`config.mk`:
```
export PLATFORM = sky130hd
export DESIGN_NAME = stream_mux_nbit
export DESIGN_NICKNAME = d
export VERILOG_FILES = /design/src/rtl/stream_mux_pkg.sv /design/src/rtl/stream_mux_nbit_rr_arbiter.sv /design/src/rtl/stream_mux_nbit.sv
export SDC_FILE = /design/constraint.sdc
export NUM_CORES = 1
export LEC_CHECK = 0
export CAP_MARGIN = 20
export CORE_AREA = 3 3 233 235
export CTS_CLUSTER_DIAMETER = 120
export DETAILED_ROUTE_END_ITERATION = 12
export DIE_AREA = 0 0 236 238
export GPL_TIMING_DRIVEN = 0
export PLACE_DENSITY = 0.45
export RECOVER_POWER = 25
export SLEW_MARGIN = 10
export SYNTH_ARGS = -nofsm -noshare
export SYNTH_HDL_FRONTEND = slang
export SYNTH_SLANG_ARGS = --single-unit
```
`constraint.sdc`:
```
create_clock -name clock -period 3.09 [get_ports clock]
set_clock_uncertainty 0.1 [all_clocks]
set_input_delay 0.618 -clock clock [delete_from_list [all_inputs] [get_ports clock]]
set_output_delay 0.618 -clock clock [all_outputs]
set_load 0.1 [all_outputs]
```
`src/rtl/stream_mux_pkg.sv`:
```
// stream_mux_pkg: shared constants, buffer-entry type and clog2 helper for stream_mux_nbit
package stream_mux_pkg;
  localparam int DEPTH = 2;
  localparam int N_MAX = 64;
  localparam int SW_MAX = 4;
  typedef struct packed {
    logic [N_MAX-1:0]  data;
    logic [SW_MAX-1:0] src;
  } entry_t;
  function automatic int clog2(input int v);
    int r;
    r = 0;
    while ((1 << r) < v) r++;
    return r;
  endfunction
endpackage

```
`src/rtl/stream_mux_nbit_rr_arbiter.sv`:
```
// rr_arbiter: picks one requester, round-robin from last+1 when STREAM_MUX_RR_EN is defined, else lowest index
module rr_arbiter #(
  parameter int M  = 8,
  parameter int SW = 3
) (
  input  logic [M-1:0]  req,
  input  logic [SW-1:0] last,
  output logic [SW-1:0] grant,
  output logic          any
);
  assign any = |req;
`ifdef STREAM_MUX_RR_EN
  always_comb begin
    grant = '0;
    for (int i = M; i >= 1; i--) if (req[last + SW'(i)]) grant = last + SW'(i);
  end
`else
  logic unused_last;
  assign unused_last = ^last;
  always_comb begin
    grant = '0;
    for (int i = M - 1; i >= 0; i--) if (req[i]) grant = SW'(i);
  end
`endif
endmodule

```
`src/rtl/stream_mux_nbit.sv`:
```
// stream_mux_nbit: merges M valid/ready channels into a 2-entry source-tagged output buffer; STREAM_MUX_RR_EN selects round-robin over fixed priority
module stream_mux_nbit
  import stream_mux_pkg::*;
#(
  parameter int N = 64,
  parameter int M = 8,
  localparam int SW = clog2(M)
) (
  input  logic           clock,
  input  logic           reset_n,
  input  logic [M*N-1:0] i_data,
  input  logic [M-1:0]   i_valid,
  output logic [M-1:0]   i_ready,
  output logic [N-1:0]   F,
  output logic [SW-1:0]  F_src,
  output logic           F_valid,
  input  logic           F_ready
);
  logic [1:0]    count_q, count_d;
  logic          wr_q, wr_d, rd_q, rd_d;
  entry_t        mem_q [DEPTH];
  entry_t        mem_d [DEPTH];
  logic [SW-1:0] g, rr_last;
  logic          any, push, pop, unused_bits;
  rr_arbiter #(.M(M), .SW(SW)) u_arb (
    .req  (i_valid),
    .last (rr_last),
    .grant(g),
    .any  (any)
  );
`ifdef STREAM_MUX_RR_EN
  logic [SW-1:0] rr_last_q, rr_last_d;
  assign rr_last = rr_last_q;
  assign rr_last_d = push ? g : rr_last_q;
  always_ff @(posedge clock or negedge reset_n) begin
    if (!reset_n) rr_last_q <= SW'(M - 1);
    else rr_last_q <= rr_last_d;
  end
`else
  assign rr_last = SW'(M - 1);
`endif
  assign push = any && (count_q != 2'(DEPTH));
  assign pop = F_valid && F_ready;
  assign i_ready = push ? (M'(1) << g) : '0;
  assign F_valid = count_q != '0;
  assign F = mem_q[rd_q].data[N-1:0];
  assign F_src = mem_q[rd_q].src[SW-1:0];
  assign unused_bits = ^{mem_q[0], mem_q[1]};
  always_comb begin
    count_d = count_q + 2'(push) - 2'(pop);
    wr_d = wr_q ^ push;
    rd_d = rd_q ^ pop;
    mem_d = mem_q;
    if (push) mem_d[wr_q] = '{data: N_MAX'(i_data[int'(g)*N +: N]), src: SW_MAX'(g)};
  end
  always_ff @(posedge clock or negedge reset_n) begin
    if (!reset_n) begin
      count_q <= '0;
      wr_q <= 1'b0;
      rd_q <= 1'b0;
      for (int i = 0; i < DEPTH; i++) mem_q[i] <= '0;
    end else begin
      count_q <= count_d;
      wr_q <= wr_d;
      rd_q <= rd_d;
      mem_q <= mem_d;
    end
  end
endmodule
```
# ---- Word-level counts from Yosys, hierarchy flattened
# Cells that the tools add are included.
dict set report op_classes {
  mux 15
  n_shift 2
  order_cmp 3
  n_eq_ne 1
  addsub 2
  n_bitwise 4
  n_reduce_logical 5
}
# operator count
set ops {}
lappend ops {{indexed part select 512 x 10 -> 64 bit} 1}
lappend ops {{two-way mux 68 bit} 4}
lappend ops {{bitwise mux 136 bit} 1}
lappend ops {{demux 68 bit (select 1 bit)} 1}
lappend ops {{two-way mux 3 bit} 8}
lappend ops {{two-way mux 8 bit} 1}
lappend ops {{OR reduction 8 bit} 1}
lappend ops {{<< shifter 1 x 3 -> 8 bit (first input constant)} 1}
lappend ops {{>= comparator 2 bit (second input constant)} 2}
lappend ops {{inverter 1 -> 2 bit} 2}
lappend ops {{logical AND 1 bit} 3}
lappend ops {{adder 2 x 1 -> 2 bit} 1}
lappend ops {{< comparator 2 x 1 -> 1 bit (second input constant)} 1}
lappend ops {{inequality test 2 bit (second input constant)} 1}
lappend ops {{nonzero test 2 bit} 1}
lappend ops {{subtractor 2 x 1 -> 2 bit} 1}
lappend ops {{bitwise XOR 1 bit} 2}
dict set report word_totals {
  input_bits 523
  output_inout_bits 76
  reg_bits 140
}

# ---- Longest topological paths before layout
# Gate-level depths: netlist of run 1.
dict set report depth {
  word_depth 10
  mapped_depth 13
  mapped_depth_nobuf 10
}

# ---- By module
# From an unflattened synthesis of run 1, not the netlist that was laid out.
dict set report hier_totals {
  cells_unflattened 988
  hier_area_um2 10471.3
}
# module seq_area_each_um2 instances cells_per_inst area_each_um2
set modules_own_cells {}
lappend modules_own_cells {stream_mux_nbit 3453.3 1 975 10390.0}
lappend modules_own_cells {rr_arbiter 0.0 1 13 81.3}

# ---- Worst setup path after synthesis of run 1
# OpenSTA, ideal clock, no wires.
dict set report synth_timing {
  path_type {input-to-output}
  start {input port i_valid[4]}
  end {output port i_ready[2]}
  arrival_ns 4.018
  setup_slack_ns -1.646
  stages 7
  t_required_ns 2.372
  path_buffers 3
  path_cell_list {buf_6 -> o31ai_2 -> clkbuf_1 -> buf_1 -> and2_1 -> nand2_1 -> nor3_1}
}
dict set report synth_between {
  elab_chain_cells 7
  elab_cells_between_ends 9
  cone_classes {1 x shift; 6 x mux; 2 x reduce/logical}
}
# element line
set synth_lines {}
lappend synth_lines {{from (decl)} stream_mux_nbit.sv:12} ;# input logic [M-1:0] i_valid,
lappend synth_lines {{two-way mux 3 bit (5 in a row)} stream_mux_nbit_rr_arbiter.sv:22} ;# for (int i = M - 1; i >= 0; i--) if (req[i]) grant = SW'(i);
lappend synth_lines {{<< shifter 1 x 3 -> 8 bit} stream_mux_nbit.sv:44} ;# assign i_ready = push ? (M'(1) << g) : '0;
lappend synth_lines {{two-way mux 8 bit *} stream_mux_nbit.sv:44}
lappend synth_lines {{to (decl)} stream_mux_nbit.sv:13} ;# output logic [M-1:0] i_ready,
# Mark *: on every way between the ends. The rest lies on a longest branch, timed or not.

# ---- Final worst setup path of run 1
dict set report layout_timing {
  start {register rd_q}
  end {output port F[17]}
}
dict set report layout_between {
  elab_chain_cells 4
}
# element line
set layout_lines {}
lappend layout_lines {{from (decl)} stream_mux_nbit.sv:20} ;# logic wr_q, wr_d, rd_q, rd_d;
lappend layout_lines {{from (signal assigned)} stream_mux_nbit.sv:65} ;# rd_q <= rd_d;
lappend layout_lines {{inverter 1 -> 2 bit (not written as such)} stream_mux_nbit.sv:46} ;# assign F = mem_q[rd_q].data[N-1:0];
lappend layout_lines {{two-way mux 68 bit (3 in a row)} --}
lappend layout_lines {{to (decl)} stream_mux_nbit.sv:14} ;# output logic [N-1:0] F,
# No other way between the ends. The select of a mux whose other input is x is not followed.

==> key figures, run 1 <==
Setup path
  • CP Max Fanout: 10
  • Kind of critical path: register to output pin
  • CP required: 2.37 ns
  • CP endpoint kind: output pin
  • Reg2reg start: count_q[1]$_DFF_PN0_
  • CP Launch Point: rd_q$_DFF_PN0_
  • Crit path DAT: 2.29 ns
  • Startpoint types: register

Synthesis
  • Sequential share of the synthesized area: 34.27%
  • Netlist Area Pre-Place: 10080 um2
  • Synth warn: 0
  • #FFs+latches synth: 138
  • Post-Syn Area per Cell: 10.13 um2
  • Top post-synthesis cells by area: dfrtp_1 34%, mux2_2 17%, a221oi_1 7.6%
  • Most frequent cells after synthesis: 155 x mux2_2, 138 x dfrtp_1, 105 x nand4_1
  • Synth area leader: dfrtp_1
  • Top cell type's share of synthesized area: 34.27%
  • Count leader, synth: mux2_2
  • Synth cell types: 40
  • Post-synthesis net count: 1522
  • Cells after synthesis: 995
  • Top FF cell, synth: dfrtp_1
  • Post-synth EDFFs: 0
  • Async S/R FF share, synth: 100.0%

Detailed routing
  • Starting DRT DRC Count: 720
  • Final wirelength: 66740 um
  • Post-route ant nets: 0
  • WL/cell: 28.69 um
  • Vias: 11790
  • DRT Pass-1 Iters: 5
  • Vias per inst: 5.067
  • DR DRC count: 0

Die
  • # IOs: 599
  • Starting Density: 19.21%
  • Die Footprint: 56170 um2
  • Die W: 236 um
  • Die Span Y: 238 um
  • Core Region: 52450 um2
  • Cell Rows: 84

Clock tree
  • H-tree depth: 4
  • Deepest clock path buffer count: 2
  • CTS sink cnt: 138
  • CTS tree: built
  • Inserted Clock Buffers: 17
  • Clk root buf: clkbuf_16
  • Worst-path clk slew: 0.06 ns
  • Worst skew pair latency: 0.45 ns
  • Hold buffers post-CTS: 0

Hold path
  • Hold_sp: mem_q[111]$_DFFE_PN0P_
  • Min-Delay Path Class: register to register

Layout
  • Final #Nets: 2149
  • Final Util: 34.16%
  • Layout overhead on the synthesized area: 77.78%
  • Fillers: 5395
  • Share of cells above drive strength 1: 23.99%

Flow run
  • Max Cap Viol: 1

Pwr
  • PD cells: 917.5 nW/um2
  • Pwr Total: 16.44 mW
  • Pleak: 6.823 nW
  • Peak supply drop: 0.0008672 V

Run status
  • Status: complete, but fails checks
  • Failing checks: capacitance limit, slew limit

Global route
  • Initial antenna violation count: 10
  • Remaining Overflow, GRT: 0
  • First-pass GRT wire length: 92280 um
  • Vias in the first global route: 12490
  • Largest net degree at the start of global routing: 75
  • GR Util All Layers: 22.70%

Placed design
  • HPWL after DPL: 53420 um
  • # port buffers: 595
  • Routability cong.: 0.8729

Timing
  • Final Cycle Share: 97.34%
  • Max Clk Rate: 0.3325 GHz
  • Final TNS setup: 0 ns
  • Slew @ Worst Pin: 1.791 ns
  • # setup viols final: 0
  • Fin. max-slew vios: 65
  • RSZ-0062 raised after global routing: false
  • Crit path time final: 3.008 ns
  • Final Hold Vio Count: 0
  • Relative slew slack: -19.43%
[cell usage in the layout, fill, tap and decap left out, drive strengths merged, types with 6 or more instances in the layout]
cell / netlist / routed
a221o: 47 / 47
a31o: 46 / 46
a221oi: 105 / 105
dlygate4sd2: 0 / 6
inv: 7 / 8
nor2: 8 / 8
nor2b: 48 / 48
clkinv: 0 / 6
nand2: 69 / 69
clkdlybuf4s50: 0 / 514
dfrtp: 138 / 138
clkbuf: 86 / 107
clkdlybuf4s15: 0 / 42
mux2: 155 / 155
buf: 41 / 85
a22o: 41 / 41
nand3: 23 / 23
nand4: 105 / 105
a32oi: 41 / 41
[flip-flops by register name, summed over array words and instances (netlist names)]
| register | count |
|---|---|
| mem_q | 134 |
| count_q | 2 |
| rd_q | 1 |
| wr_q | 1 |
[layer usage]
metal,GRT usage (%),vias to the layer above,wire length (um)
met5,0,-,39
met1,29.22,5942,28730
met2,38.56,455,32720
met4,5.826,6,1423
li1,-,5318,-
met3,5.005,65,3837
[critical path: stages, from the launching register on]
cell and delay [ns]:
dfrtp_1 0.48, buf_2 0.42, mux2_2 0.44, clkdlybuf4s15_2 0.49
[through the flow]
stage	instances	hold slack (ns)	worst slack, ns	cell area, um2
2_1_floorplan	995	0.2224	-0.2698	10130
3_3_place_gp	2278	0.3832	-4.660	16950
3_5_place_dp	2280	0.3901	-2.485	17000
4_1_cts	2322	0.005890	0.001259	17970
5_1_grt	2325	0.4112	0.002272	17910
6_report	2326	0.4020	0.08208	17910
[path summary, 6_finish.rpt]
check | depth (start not counted) | slack [ns] | end
max | 3 | 0.08 | F[17]
min | 1 | 0.40 | mem_q[111]$_DFFE_PN0P_
max reg2reg | 6 | 0.84 | mem_q[34]$_DFFE_PN0P_
min reg2reg | 1 | 0.40 | mem_q[111]$_DFFE_PN0P_
max in group asynchronous | 2 | 1.20 | count_q[1]$_DFF_PN0_
min in group asynchronous | 1 | 0.52 | mem_q[91]$_DFFE_PN0P_
[logic make-up (layout without fill, tap and decap cells)]
group	Yosys count	in the layout	synth area share [%]
other	0	4	0
muxes	155	155	17.32
xor gates and xnor gates	3	3	0.2608
AOI/OAI and AO/OA	287	287	26.52
adders and majority gates	4	4	0.4967
buffers and inverters	134	773	5.972
DFF	138	138	34.27
and+or+nand+nor	274	274	15.16
[where the power goes]
part | total (mW) | leakage (nW) | switching (mW) | internal, mW
sequential | 3.11 | 1.70 | 0.402 | 2.70
combinational | 11.2 | 4.83 | 7.71 | 3.47
clock | 2.15 | 0.295 | 0.851 | 1.30
total | 16.4 | 6.82 | 8.96 | 7.48
[cell type report]
| class | count | area, um2 | share of cell area (%) |
|---|---|---|---|
| clock inverters | 12 | 147.6 | 0.8241 |
| diodes | 4 | 10.01 | 0.05587 |
| flip-flops and latches | 138 | 3453 | 19.28 |
| plain buffers | 123 | 714.4 | 3.988 |
| inverters | 7 | 26.28 | 0.1467 |
| clock buffers | 19 | 452.9 | 2.528 |
| well taps | 688 | 860.8 | 4.805 |
| multi-input cells | 723 | 6182 | 34.51 |
| repair buffers | 612 | 6067 | 33.87 |
[what timing repair did]
item | CTS | global route
resized for setup | 361 | 40
setup endpoints to repair | 212 | 121
pin swaps | 6 | 3
hold endpoints to repair | 0 | 0
buffers inserted | 14 | 1
No activity file was read; power rests on OpenSTA's default activity.
==> run 2, diff against run 1 <==
--- a/config.mk
+++ b/config.mk
@@ -5,13 +5,15 @@
 export SDC_FILE = /design/constraint.sdc
 export NUM_CORES = 1
 export LEC_CHECK = 0
+export ABC_CLOCK_PERIOD_IN_PS = 3090
 export CAP_MARGIN = 20
 export CORE_AREA = 3 3 233 235
 export CTS_CLUSTER_DIAMETER = 120
 export DETAILED_ROUTE_END_ITERATION = 12
 export DIE_AREA = 0 0 236 238
+export DONT_BUFFER_PORTS = 1
 export GPL_TIMING_DRIVEN = 0
-export PLACE_DENSITY = 0.45
+export PLACE_DENSITY = 0.3
 export RECOVER_POWER = 25
 export SLEW_MARGIN = 10
 export SYNTH_ARGS = -nofsm -noshare
==> key figures, run 2 (synthesized netlist as in run 1, its figures left out) <==
Setup path
  • CP Max Fanout: 7 (-3)
  • CP endpoint kind: output pin
  • Crit path DAT: 2.32 ns (+0.03 ns)
  • Startpoint types: input pin
  • Kind of critical path: input pin to output pin
  • CP required: 2.37 ns (about the same)

Run status
  • Failing checks: hold timing
  • Status: complete, but fails checks

Layout
  • Area of the multi-input gates: 6142 um2 (-0.65%)
  • Non-filler instance count after layout: 1727 (-26%)
  • Share of cells above drive strength 1: 29.12% (+5.1 points)
  • Top reg by flops: mem_q
  • Fillers: 5729 (+6.2%)
  • Total area of sequential cells: 3453 um2 (unchanged)
  • Commonest non-fill, non-tap cells in the layout: 150 x mux2_2, 138 x dfrtp_1, 105 x nand4_1, 88 x a221oi_1, 66 x nand2_1
  • Final #Nets: 1551 (-28%)
  • Top Registers: mem_q (134), count_q (2)
  • Most common library cell in the layout ignoring fill and taps: mux2_2
  • Max FFs per register: 134 (unchanged)
  • Layout overhead on the synthesized area: 18.64%

Pwr
  • Combinational fraction of design power: 65.0% (-3.0 points)
  • PD cells: 1239 nW/um2 (+35%)
  • Sw power: 8.699 mW (-2.9%)
  • Switching portion of total power: 58.75% (+4.2 points)
  • Peak supply drop: 0.0004583 V (-47%)
  • Clock Power Share: 14.2% (+1.1 points)
  • Part of the power in registers: 20.8% (+1.9 points)
  • P_int: 6.109 mW (-18%)
  • Pleak: 4.381 nW (-36%)

Global route
  • Largest net degree at the start of global routing: 139 (+85%)
  • Remaining Overflow, GRT: 0 (unchanged)
  • First-pass GRT wire length: 81980 um (-11%)
  • GR Util All Layers: 20.63% (-2.1 points)
  • Initial antenna violation count: 3 (-7)
  • Vias in the first global route: 9897 (-21%)

Detailed routing
  • DR DRC count: 0 (unchanged)
  • Final wirelength: 60830 um (-8.9%)
  • DRT Pass-1 Iters: 5 (unchanged)
  • Vias: 9728 (-17%)
  • Vias per inst: 5.633 (+11%)
  • Starting DRT DRC Count: 763 (+6.0%)
  • WL/cell: 35.22 um (+23%)
  • Post-route ant nets: 0 (unchanged)

Clock tree
  • Worst skew pair latency: 0.44 ns (about the same)
  • Worst-path clk slew: 0.07 ns (about the same)
  • Inserted Clock Buffers: 17 (unchanged)
  • CTS tree: built
  • Clk root buf: clkbuf_16
  • Deepest clock path buffer count: 2 (unchanged)
  • H-tree depth: 4 (unchanged)
  • CTS sink cnt: 138 (unchanged)

Timing
  • Relative slew slack: 28.34% (+48 points)
  • Final Hold Vio Count: 138 (+138)
  • Slew @ Worst Pin: 1.071 ns (-0.7200 ns)
  • Fin. max-slew vios: 0 (-100%)
  • Final Cycle Share: 98.44% (+1.1 points)
  • Hold Worst Slack: -0.2320 ns (-0.6340 ns)
  • Crit path time final: 3.042 ns (+0.03378 ns)
  • Max Clk Rate: 0.3288 GHz (-1.1%)
  • # setup viols final: 0 (unchanged)
  • RSZ-0062 raised after global routing: true
  • Final worst setup slack: 0.04830 ns (-0.03378 ns)

Placed design
  • Routability cong.: 0.8660 (-0.79%)
  • # port buffers: 0 (-100%)
  • HPWL after DPL: 48530 um (-9.1%)
  • Placed Instances: 1685 (-26%)
  • Pre-CTS setup slack: -2.112 ns (+0.3730 ns)

Die
  • Die Span Y: 238 um (unchanged)
  • # IOs: 599 (unchanged)
  • Die Footprint: 56170 um2 (unchanged)
  • Core Region: 52450 um2 (unchanged)
  • Cell Rows: 84 (unchanged)
  • Starting Density: 19.21% (unchanged)
  • Die W: 236 um (unchanged)

Flow run
  • Max Cap Viol: 0 (-1)

Hold path
  • Min-Delay Path Class: input pin to asynchronous set/reset pin
[run 2: metal layers]
layer / up-vias / global-route usage [%] / part of all wire [%]
met4: 0 / 3.706 / 1.1
met5: - / 0 / 0
met2: 491 / 35.23 / 50
li1: 4143 / - / -
met1: 5065 / 26.44 / 42
met3: 29 / 5.479 / 6.9
[run 2: repair_timing]
item                                    in CTS  in global routing
resized for setup                           82                 11
cloned                                       0                  0
setup buffers                               10                  3
endpoints found under the setup margin     209                 33
hold endpoints to repair                   138                138
pin swaps                                    7                  5
[run 2: worst paths after layout]
| kind | cells past startpoint | endpoint | slack [ns] | start |
|---|---|---|---|---|
| worst max-delay path | 7 | i_ready[2] | 0.05 | i_valid[4] |
| worst min-delay path | 0 | mem_q[94]$_DFFE_PN0P_ | -0.23 | reset_n |
| worst max register to register | 5 | mem_q[43]$_DFFE_PN0P_ | 0.52 | count_q[1]$_DFF_PN0_ |
| worst min register to register | 1 | mem_q[44]$_DFFE_PN0P_ | 0.40 | mem_q[44]$_DFFE_PN0P_ |
| max in group asynchronous | 0 | mem_q[60]$_DFFE_PN0P_ | 2.89 | reset_n |
| min in group clock | 3 | mem_q[34]$_DFFE_PN0P_ | 0.37 | i_data[94] |
[run 2: cell type report]
type                    instances  share of cell area, %
multi-input cells             723                  51.38
flip-flops and latches        138                  28.89
well taps                     688                  7.200
plain buffers                 122                  6.259
clock buffers                  17                  3.558
clock inverters                15                  1.287
repair buffers                 15                  1.172
inverters                       7                 0.2198
diodes                          2                0.04186
[run 2: through the flow]
step           power [mW]  hold WS (ns)  util [%]   TNS [ns]  cell area, um2
6_report            14.81       -0.2320     22.80          0           11960
5_1_grt             15.51       -0.2769     22.79    -0.3840           11950
4_1_cts             15.04       -0.2747     22.71  -0.006634           11910
3_5_place_dp        12.76        0.2290     21.03    -249.15           11030
3_3_place_gp        12.72        0.2284     20.96    -247.57           10990
2_1_floorplan       11.09        0.2224         -    -0.2698           10130
[run 2: power groups by stage]
stage / combinational (mW) / clock (mW) / sequential (mW)
2_1_floorplan: 8.10 / 0 / 2.99
3_3_place_gp: 9.63 / 0 / 3.09
3_5_place_dp: 9.65 / 0 / 3.11
4_1_cts: 9.78 / 2.18 / 3.08
5_1_grt: 10.1 / 2.25 / 3.19
6_report: 9.62 / 2.10 / 3.08
[run 2: worst max-delay path, stage by stage]
cell and delay, ns:
buf_6 0.12, o31ai_4 0.23, clkbuf_8 0.17, buf_12 0.09
and2_4 0.15, nand2_4 0.07, nor3_4 0.86
==> run 3, diff against run 2 <==
--- a/config.mk
+++ b/config.mk
@@ -15,6 +15,7 @@
 export GPL_TIMING_DRIVEN = 0
 export PLACE_DENSITY = 0.3
 export RECOVER_POWER = 25
+export SETUP_SLACK_MARGIN = 0.05
 export SLEW_MARGIN = 10
 export SYNTH_ARGS = -nofsm -noshare
 export SYNTH_HDL_FRONTEND = slang
==> key figures, run 3 (synthesized netlist as in run 1, its figures left out) <==
Timing
  • Final Hold Vio Count: 138 (unchanged)
  • Slew @ Worst Pin: 1.123 ns (+0.05178 ns)
  • Max Clk Rate: 0.3296 GHz (+0.25%)
  • Final Cycle Share: 98.19% (-0.24 points)
  • Hold Worst Slack: -0.2779 ns (-0.04586 ns)
  • Fin. max-slew vios: 0 (unchanged)
  • Relative slew slack: 24.88% (-3.5 points)
  • RSZ-0062 raised after global routing: true
  • # setup viols final: 0 (unchanged)
  • Crit path time final: 3.034 ns (-0.007555 ns)
  • Final TNS setup: 0 ns (unchanged)

Layout
  • Share of cells above drive strength 1: 29.74% (+0.62 points)
  • Max FFs per register: 134 (unchanged)
  • Most common library cell in the layout ignoring fill and taps: dfrtp_1
  • Final #Nets: 1553 (+0.13%)
  • Commonest non-fill, non-tap cells in the layout: 138 x dfrtp_1, 121 x mux2_2, 105 x nand4_1, 87 x a221oi_1, 66 x nand2_1
  • Top reg by flops: mem_q
  • Top Registers: mem_q (134), count_q (2)
  • Layout overhead on the synthesized area: 20.31%
  • Total area of sequential cells: 3453 um2 (unchanged)
  • Fillers: 5727 (-0.035%)
  • Area of the multi-input gates: 6279 um2 (+2.2%)

Setup path
  • CP endpoint kind: output pin
  • CP Max Fanout: 4 (-3)
  • CP required: 2.37 ns (about the same)
  • Startpoint types: input pin
  • Kind of critical path: input pin to output pin
  • Crit path DAT: 2.32 ns (about the same)

Die
  • Die Span Y: 238 um (unchanged)
  • Starting Density: 19.21% (unchanged)
  • # IOs: 599 (unchanged)
  • Cell Rows: 84 (unchanged)
  • Die Footprint: 56170 um2 (unchanged)
  • Die W: 236 um (unchanged)
  • Core Region: 52450 um2 (unchanged)

Global route
  • GR Util All Layers: 20.92% (+0.30 points)
  • Initial antenna violation count: 3 (unchanged)
  • Vias in the first global route: 9828 (-0.70%)
  • Largest net degree at the start of global routing: 139 (unchanged)
  • First-pass GRT wire length: 82450 um (+0.57%)
  • Remaining Overflow, GRT: 0 (unchanged)

Clock tree
  • Deepest clock path buffer count: 2 (unchanged)
  • Clk root buf: clkbuf_16
  • CTS tree: built
  • Inserted Clock Buffers: 17 (unchanged)
  • H-tree depth: 4 (unchanged)
  • Worst-path clk slew: 0.07 ns (about the same)
  • CTS sink cnt: 138 (unchanged)
  • Worst skew pair latency: 0.48 ns (+0.04 ns)

Pwr
  • Pwr Total: 15.30 mW (+3.3%)
  • Pleak: 4.542 nW (+3.7%)
  • Peak supply drop: 0.0004411 V (-3.8%)
  • PD cells: 1262 nW/um2 (+1.9%)

Detailed routing
  • Met3 WL: 3833 um (-8.8%)
  • Final wirelength: 61620 um (+1.3%)
  • Vias: 9747 (+0.20%)
  • Top sig layer: met4
  • WL/cell: 35.64 um (+1.2%)
  • Starting DRT DRC Count: 734 (-3.8%)
  • Vias per inst: 5.637 (about the same)
  • Metal-1 WL: 26900 um (+4.7%)
  • WL met2: 30120 um (-0.56%)
  • DR DRC count: 0 (unchanged)
  • Post-route ant nets: 0 (unchanged)
  • DRT Pass-1 Iters: 5 (unchanged)

Flow run
  • Max Cap Viol: 0 (unchanged)

Hold path
  • Min-Delay Path Class: input pin to asynchronous set/reset pin

Run status
  • Status: complete, but fails checks
  • Failing checks: hold timing

Placed design
  • # port buffers: 0 (unchanged)
  • Routability cong.: 0.8513 (-1.7%)
  • HPWL after DPL: 48790 um (+0.53%)
## run 3: cell count changes in the layout (fill, tap and decap cells not counted), sizes merged
cell	before	now
bufinv	1	4
buf	51	56
clkinvlp	3	1
clkinv	2	6
clkdlybuf4s18	2	0
inv	16	10
## run 3: final timing paths
check	from	cells after the start	end	slack, ns
worst min-delay path	reset_n	0	mem_q[22]$_DFFE_PN0P_	-0.28
max in group asynchronous	reset_n	0	mem_q[123]$_DFFE_PN0P_	2.91
worst min register to register	mem_q[0]$_DFFE_PN0P_	1	mem_q[0]$_DFFE_PN0P_	0.40
worst max-delay path	i_valid[4]	6	i_ready[2]	0.06
worst max register to register	count_q[1]$_DFF_PN0_	6	mem_q[113]$_DFFE_PN0P_	0.65
min in group clock	i_data[86]	3	mem_q[94]$_DFFE_PN0P_	0.33
## run 3: final cells by class
cell class / instances / share of cell area, %
Inverter: 7 / 0.2167
Timing Repair Buffer: 18 / 1.280
Buffer: 121 / 5.944
Clock buffer: 18 / 3.540
Antenna cell: 2 / 0.04128
Clock inverter: 14 / 1.610
Tap cell: 688 / 7.100
Multi-Input combinational cell: 723 / 51.79
Sequential cell: 138 / 28.48
## run 3: routing by layer
layer	vias to the layer above	global-route usage (%)
met4	0	5.125
met2	443	34.71
met1	5114	27.07
li1	4155	-
met5	-	0
met3	35	5.652
## run 3: timing repair
item	4_1_cts	5_1_grt
hold endpoints to repair	138	138
pin swaps	10	4
gates resized for setup	110	16
setup buffers	16	1
endpoints found under the setup margin	209	68
## run 3: metrics by stage
step | setup slack [ns] | util [%] | hold WS, ns | cells | area, um2
floorplan | -0.1915 | - | 0.2224 | 995 | 10140
CTS | -0.05073 | 23.06 | -0.3264 | 1728 | 12100
global route | 0.01984 | 23.11 | -0.3126 | 1728 | 12120
detailed placement | -2.033 | 21.01 | 0.2266 | 1684 | 11020
finish | 0.05586 | 23.12 | -0.2779 | 1729 | 12120
global placement | -2.050 | 20.97 | 0.2255 | 1683 | 11000
## run 3: worst max-delay path, cell delays in order
cell and delay (ns):
buf_12 0.11, o31ai_4 0.30, clkbuf_8 0.20, and2_4 0.15
nand2_4 0.05, nor3_4 0.87
## run 3: power breakdown
group | internal [mW] | switching, mW
logic | 2.49 | 7.41
clock network | 1.35 | 0.911
registers | 2.70 | 0.428
